`src/rtl/mips_mem_pkg.sv`:
```
// Shared encodings for the MEM-stage load/store path:
// access-size codes and the access FSM states.
package mips_mem_pkg;

  localparam logic [1:0] SIZE_B = 2'b00;
  localparam logic [1:0] SIZE_H = 2'b01;
  localparam logic [1:0] SIZE_W = 2'b10;

  typedef enum logic [1:0] {
    IDLE = 2'd0,
    BUSY = 2'd1,
    DONE = 2'd2
  } state_t;

endpackage

```
`src/rtl/load_align.sv`:
```
// Big-endian lane select and sign/zero extension of
// a 32-bit memory word for byte, half and word loads.
module load_align
  import mips_mem_pkg::*;
(
  input  logic [31:0] rdata,
  input  logic [1:0]  offset,
  input  logic [1:0]  size,
  input  logic        isSigned,
  output logic [31:0] result
);

  logic [7:0]  laneB;
  logic [15:0] laneH;

  always_comb begin
    laneB = rdata[31:24];
    unique case (offset)
      2'd0: laneB = rdata[31:24];
      2'd1: laneB = rdata[23:16];
      2'd2: laneB = rdata[15:8];
      2'd3: laneB = rdata[7:0];
      default: laneB = rdata[31:24];
    endcase
    laneH = offset[1] ? rdata[15:0] : rdata[31:16];
    result = rdata;
    if (size == SIZE_B)
      result = {{24{isSigned & laneB[7]}}, laneB};
    else if (size == SIZE_H)
      result = {{16{isSigned & laneH[15]}}, laneH};
  end

endmodule

```
`src/rtl/mem_access_unit.sv`:
```
// MEM-stage load/store unit: req/ack data bus, stall, aligned load data.
// Optional misaligned-access trap: define MEM_ACCESS_MISALIGN_TRAP_EN.
module mem_access_unit
  import mips_mem_pkg::*;
#(
  parameter int ADDR_WIDTH = 32
) (
  input  logic                  clk,
  input  logic                  rst,
  input  logic                  MemRead,
  input  logic                  MemWrite,
  input  logic [1:0]            MemSize,
  input  logic                  MemSigned,
  input  logic [31:0]           ALUResult,
  input  logic [31:0]           StoreData,
  output logic [31:0]           MemoryData,
  output logic                  Stall,
  output logic                  dmem_req,
  output logic                  dmem_we,
  output logic [ADDR_WIDTH-1:0] dmem_addr,
  output logic [3:0]            dmem_be,
  output logic [31:0]           dmem_wdata,
  input  logic [31:0]           dmem_rdata,
  input  logic                  dmem_ack
`ifdef MEM_ACCESS_MISALIGN_TRAP_EN
  ,
  output logic                  misalign
`endif
);

  state_t state;
  state_t stateNext;

  logic        access;
  logic        isB;
  logic        isH;
  logic        trap;
  logic [1:0]  off;
  logic [3:0]  beNext;
  logic [31:0] wdataNext;
  logic [1:0]  offR;
  logic [1:0]  sizeR;
  logic        signedR;
  logic [31:0] aligned;

  assign access = MemRead | MemWrite;
  assign off    = ALUResult[1:0];
  assign isB    = (MemSize == SIZE_B);
  assign isH    = (MemSize == SIZE_H);

`ifdef MEM_ACCESS_MISALIGN_TRAP_EN
  assign trap = (isH & off[0]) | (!isB & !isH & (|off));
`else
  assign trap = 1'b0;
`endif

  // Big-endian: offset 0 is the top byte lane.
  always_comb begin
    beNext    = 4'b1111;
    wdataNext = StoreData;
    unique case (1'b1)
      isB: begin
        beNext    = 4'b1000 >> off;
        wdataNext = {4{StoreData[7:0]}};
      end
      isH: begin
        beNext    = off[1] ? 4'b0011 : 4'b1100;
        wdataNext = {2{StoreData[15:0]}};
      end
      default: ;
    endcase
  end

  load_align uAlign (
    .rdata    (dmem_rdata),
    .offset   (offR),
    .size     (sizeR),
    .isSigned (signedR),
    .result   (aligned)
  );

  always_ff @(negedge clk or posedge rst) begin
    if (rst) state <= IDLE;
    else     state <= stateNext;
  end

  always_comb begin
    stateNext = state;
    Stall     = 1'b0;
    unique case (state)
      IDLE: begin
        Stall = access;
        if (access) stateNext = trap ? DONE : BUSY;
      end
      BUSY: begin
        Stall = 1'b1;
        if (dmem_ack) stateNext = DONE;
      end
      DONE:    stateNext = IDLE;
      default: stateNext = IDLE;
    endcase
  end

  always_ff @(negedge clk or posedge rst) begin
    if (rst) begin
      MemoryData <= '0;
      dmem_req   <= 1'b0;
      dmem_we    <= 1'b0;
      dmem_addr  <= '0;
      dmem_be    <= '0;
      dmem_wdata <= '0;
      offR       <= '0;
      sizeR      <= SIZE_W;
      signedR    <= 1'b0;
    end else begin
      unique case (state)
        IDLE: if (access) begin
          dmem_req   <= !trap;
          dmem_we    <= MemWrite;
          dmem_addr  <= {ALUResult[ADDR_WIDTH-1:2], 2'b00};
          dmem_be    <= beNext;
          dmem_wdata <= wdataNext;
          offR       <= off;
          sizeR      <= MemSize;
          signedR    <= MemSigned;
          if (trap) MemoryData <= '0;
        end
        BUSY: if (dmem_ack) begin
          dmem_req <= 1'b0;
          if (!dmem_we) MemoryData <= aligned;
        end
        default: ;
      endcase
    end
  end

`ifdef MEM_ACCESS_MISALIGN_TRAP_EN
  // High exactly during the DONE cycle that follows a trapped access.
  always_ff @(negedge clk or posedge rst) begin
    if (rst) misalign <= 1'b0;
    else     misalign <= (state == IDLE) & access & trap;
  end
`endif

endmodule

```
`config.mk`:
```
export PLATFORM = sky130hd
export DESIGN_NAME = mem_access_unit
export DESIGN_NICKNAME = d
export VERILOG_FILES = /design/src/rtl/mips_mem_pkg.sv /design/src/rtl/load_align.sv /design/src/rtl/mem_access_unit.sv
export SDC_FILE = /design/constraint.sdc
export NUM_CORES = 1
export LEC_CHECK = 0
export ABC_AREA = 0
export CAP_MARGIN = 15
export CORE_MARGIN = 2
export CORE_UTILIZATION = 25
export CTS_CLUSTER_DIAMETER = 100
export DETAILED_ROUTE_END_ITERATION = 12
export GPL_TIMING_DRIVEN = 0
export PLACE_DENSITY_LB_ADDON = 0.3
export RECOVER_POWER = 100
export SETUP_SLACK_MARGIN = 0.1
export SYNTH_ARGS = -nofsm -noshare
export SYNTH_HDL_FRONTEND = slang
export SYNTH_SLANG_ARGS = --single-unit
```
`constraint.sdc`:
```
create_clock -name clk -period 3.2 [get_ports clk]
set_clock_uncertainty 0.15 [all_clocks]
set_input_delay 0.32 -clock clk [delete_from_list [all_inputs] [get_ports clk]]
set_output_delay 0.32 -clock clk [all_outputs]
set_load 0.05 [all_outputs]
```
==> flow_summary_export.csv, run 1 <==
group,metric,value,unit
outcome,outcome,"finished clean",
synthesis,ys_warn_count,0,
synthesis,yosys.area.top_type,"dfrtn_1",
finish,syn_to_final_growth,44.4,%
min_path,min_to,"dmem_addr[5]",
floorplan,die_h,150,um
worst_setup_path,worstPathBufferInverterCount,1,
timing,slew_headroom,0.594,
detailed_routing,routed_wl,18100,um
synthesis,synth_seq_cells,107,
synthesis,yosysMostFrequentCell,"dfrtn_1",
synthesis,synth.area.top_cells,"dfrtn_1 50%, mux2_2 10%, o21ai_0 6.8%",
floorplan,die-width,150,um
floorplan,row_count,53,
finish,final_area,7650,um2
place,dpl.hpwl,13500,um
clocking,cts_hold_buf,0,
timing,rsz0062_at_grt,"yes",
floorplan,num_io_pins,207,
clocking,clock_tree.root_cell,"clkbuf_16",
synthesis,yosysTopAreaCellShare,0.501,
synthesis,ys.flop_type,"dfrtn_1",
clocking,numCtsBuffers,9,
detailed_routing,firstDrtPassIters,5,
worst_setup_path,r2r-start,"state[0]",
worst_setup_path,rr_worst_depth,6,
worst_setup_path,path_cells,"nor3_2 > nor2_2 > buf_6",
timing,worst_slew_pin_slew,605,ps
min_path,min_from,"dmem_addr[5]",
clocking,cts.sinks,107,
place,globalplace.congestion,0.801,
finish,nets,817,
detailed_routing,drt_iter0_drc,221,
synthesis,async_flop_share,1.00,
floorplan,initial_core_util,0.254,
synthesis,ys_types,41,
timing,slew_viol_final,0,
floorplan,die_area,22400,um2
worst_setup_path,crit_path_start_kind,"flop",
worst_setup_path,crit_family,"flip-flops",
clocking,clk_pin_slew,60,ps
synthesis,synthCells,482,
finish,fin_cells,992,
global_routing,grt_max_degree,36,
worst_setup_path,end_kind,"primary output",
pwr,peakVddDrop,0.501,mV
worst_setup_path,required,2730,ps
worst_setup_path,regToRegEndpoint,"dmem_addr[23]",
place,io_buffers,204,
detailed_routing,drcViolationCount,0,
worst_setup_path,path_max_fanout,2,
global_routing,grt_pass1_wl,27700,um
place,dp_slack,-615,ps
finish,postLayoutCoreUtil,0.366,
synthesis,synthTopCellsByCount,"106 x dfrtn_1, 72 x o21ai_0, 48 x mux2_2",
global_routing,grt_usage,0.163,
synthesis,syn_area,5300,um2
detailed_routing,wire_per_inst,18.3,um
global_routing,grt_overflow,0,
finish,drive_gt1_frac,0.318,
flow_run,maxCapViolCount,0,
clocking,htreeDepth,3,
global_routing,antenna_found_initial,0,
place,place_area,7750,um2
worst_setup_path,arrival,2710,ps
detailed_routing,dr_total_vias,4713,
synthesis,syn_area_per_cell,11.0,um2
worst_setup_path,rrSetupSlack,1160,ps
place,place_inst,965,
min_path,holdPathStages,1,
worst_setup_path,slowest_delay,450,ps
detailed_routing,drt.antenna.violating_nets,0,
synthesis,ys_seq_area_frac,0.506,
clocking,tritoncts,"yes",
worst_setup_path,critPathKind,"reg2out",
detailed_routing,vias_per_cell,4.75,
timing,setup_viol,0,
pwr,powerDensity,1170,nW/um2
timing,hold_violations,0,
global_routing,grt_pass1_vias,4883,
finish,n_antenna_cell,0,
worst_setup_path,cp_num_cells,3,
pwr,leakagePower,3.32,nW
timing,finalWorstSetupSlack,19.6,ps
synthesis,synth_edf_count,0,
floorplan,core_area,20900,um2
clocking,clk-insertion-delay-late,390,ps
clocking,cts_buffer_depth,2,
worst_setup_path,cp_slowest_cell,"dfrtn_1",
min_path,hp-class,"reg2reg",
==> state kept, by name, summed over array words and instances, names as in the netlist <==
register	flops
MemoryData	32
dmem_addr	30
dmem_be	4
dmem_req	1
dmem_wdata	32
dmem_we	1
offR	2
signedR	1
sizeR	2
state	2
==> how the worst max path moves through the flow <==
stage	slack, ps	from	endpoint
final	20	state[0]	Stall
after global routing	-60	state[0]	Stall
after CTS	7	state[0]	Stall
after detailed placement	-610	dmem_ack	MemoryData[9]
after global placement	-1320	rst	dmem_addr[10]
after floorplan	-60	rst	MemoryData[0]
==> cell families (layout without fill, tap and decap cells) <==
| group | after synthesis | after routing | share of synthesized area |
|---|---|---|---|
| AOI/OAI and AO/OA | 120 | 120 | 0.146 |
| buffers and inverters | 53 | 287 | 0.0579 |
| DFF | 107 | 107 | 0.506 |
| muxes | 85 | 85 | 0.176 |
| other | 1 | 2 | 0.000708 |
| and+or+nand+nor | 116 | 116 | 0.114 |
==> final cells by class <==
class | instances | area [um2]
fillers | 2203 | 13200
flip-flops and latches | 107 | 2680
multi-input cells | 323 | 2360
repair buffers | 219 | 1700
well taps | 275 | 344
plain buffers | 41 | 243
clock buffers | 9 | 225
clock inverters | 7 | 61.3
inverters | 11 | 42.5
==> through the flow <==
step / setup TNS [ps] / power (mW) / hold WS (ps)
global route: -1690 / 9.50 / 307
global placement: -202110 / 8.43 / 280
floorplan: -5910 / 6.41 / 392
finish: 0 / 8.99 / 286
detailed placement: -62680 / 8.46 / 293
CTS: 0 / 9.55 / 289
==> report_power, final <==
part	internal [mW]	total, mW	switching, mW
clock network	0.546	1.12	0.576
logic	1.58	5.39	3.81
registers	2.10	2.48	0.379
total	4.23	8.99	4.77
==> what timing repair did <==
item	4_1_cts	5_1_grt
setup buffers	10	0
pin swaps	3	1
cloned	2	0
resized for setup	638	17
endpoints found under the hold margin	0	0
endpoints found under the setup margin	204	34
==> placed cells by master (no fill, tap or decap), types with 8 or more instances in the layout <==
cell type / count
a31oi_1: 17
clkbuf_1: 13
clkbuf_4: 12
buf_6: 8
nor3b_1: 9
buf_4: 11
dfrtn_1: 106
nor2_1: 28
mux2_2: 47
mux2i_1: 29
o21ai_0: 74
inv_1: 11
clkdlybuf4s50_1: 92
clkbuf_2: 58
buf_2: 53
and2_1: 9
clkbuf_16: 9
nand2_1: 34
==> metal layers <==
layer  GRT usage  up-vias  wire length [um]
met2       0.262      225              8440
li1            -     2192                 -
met3      0.0677       10              1960
met5           0        -                 0
met1       0.203     2286              7540
met4      0.0357        0               179
(Power assumes the default switching activity.)
==> run 2, diff against run 1 <==
--- a/config.mk
+++ b/config.mk
@@ -9,7 +9,6 @@
 export CAP_MARGIN = 15
 export CORE_MARGIN = 2
 export CORE_UTILIZATION = 25
-export CTS_CLUSTER_DIAMETER = 100
 export DETAILED_ROUTE_END_ITERATION = 12
 export GPL_TIMING_DRIVEN = 0
 export PLACE_DENSITY_LB_ADDON = 0.3
==> results of run 2 <==
No change in the layout: final DEF, timing and power equal those of run 1.
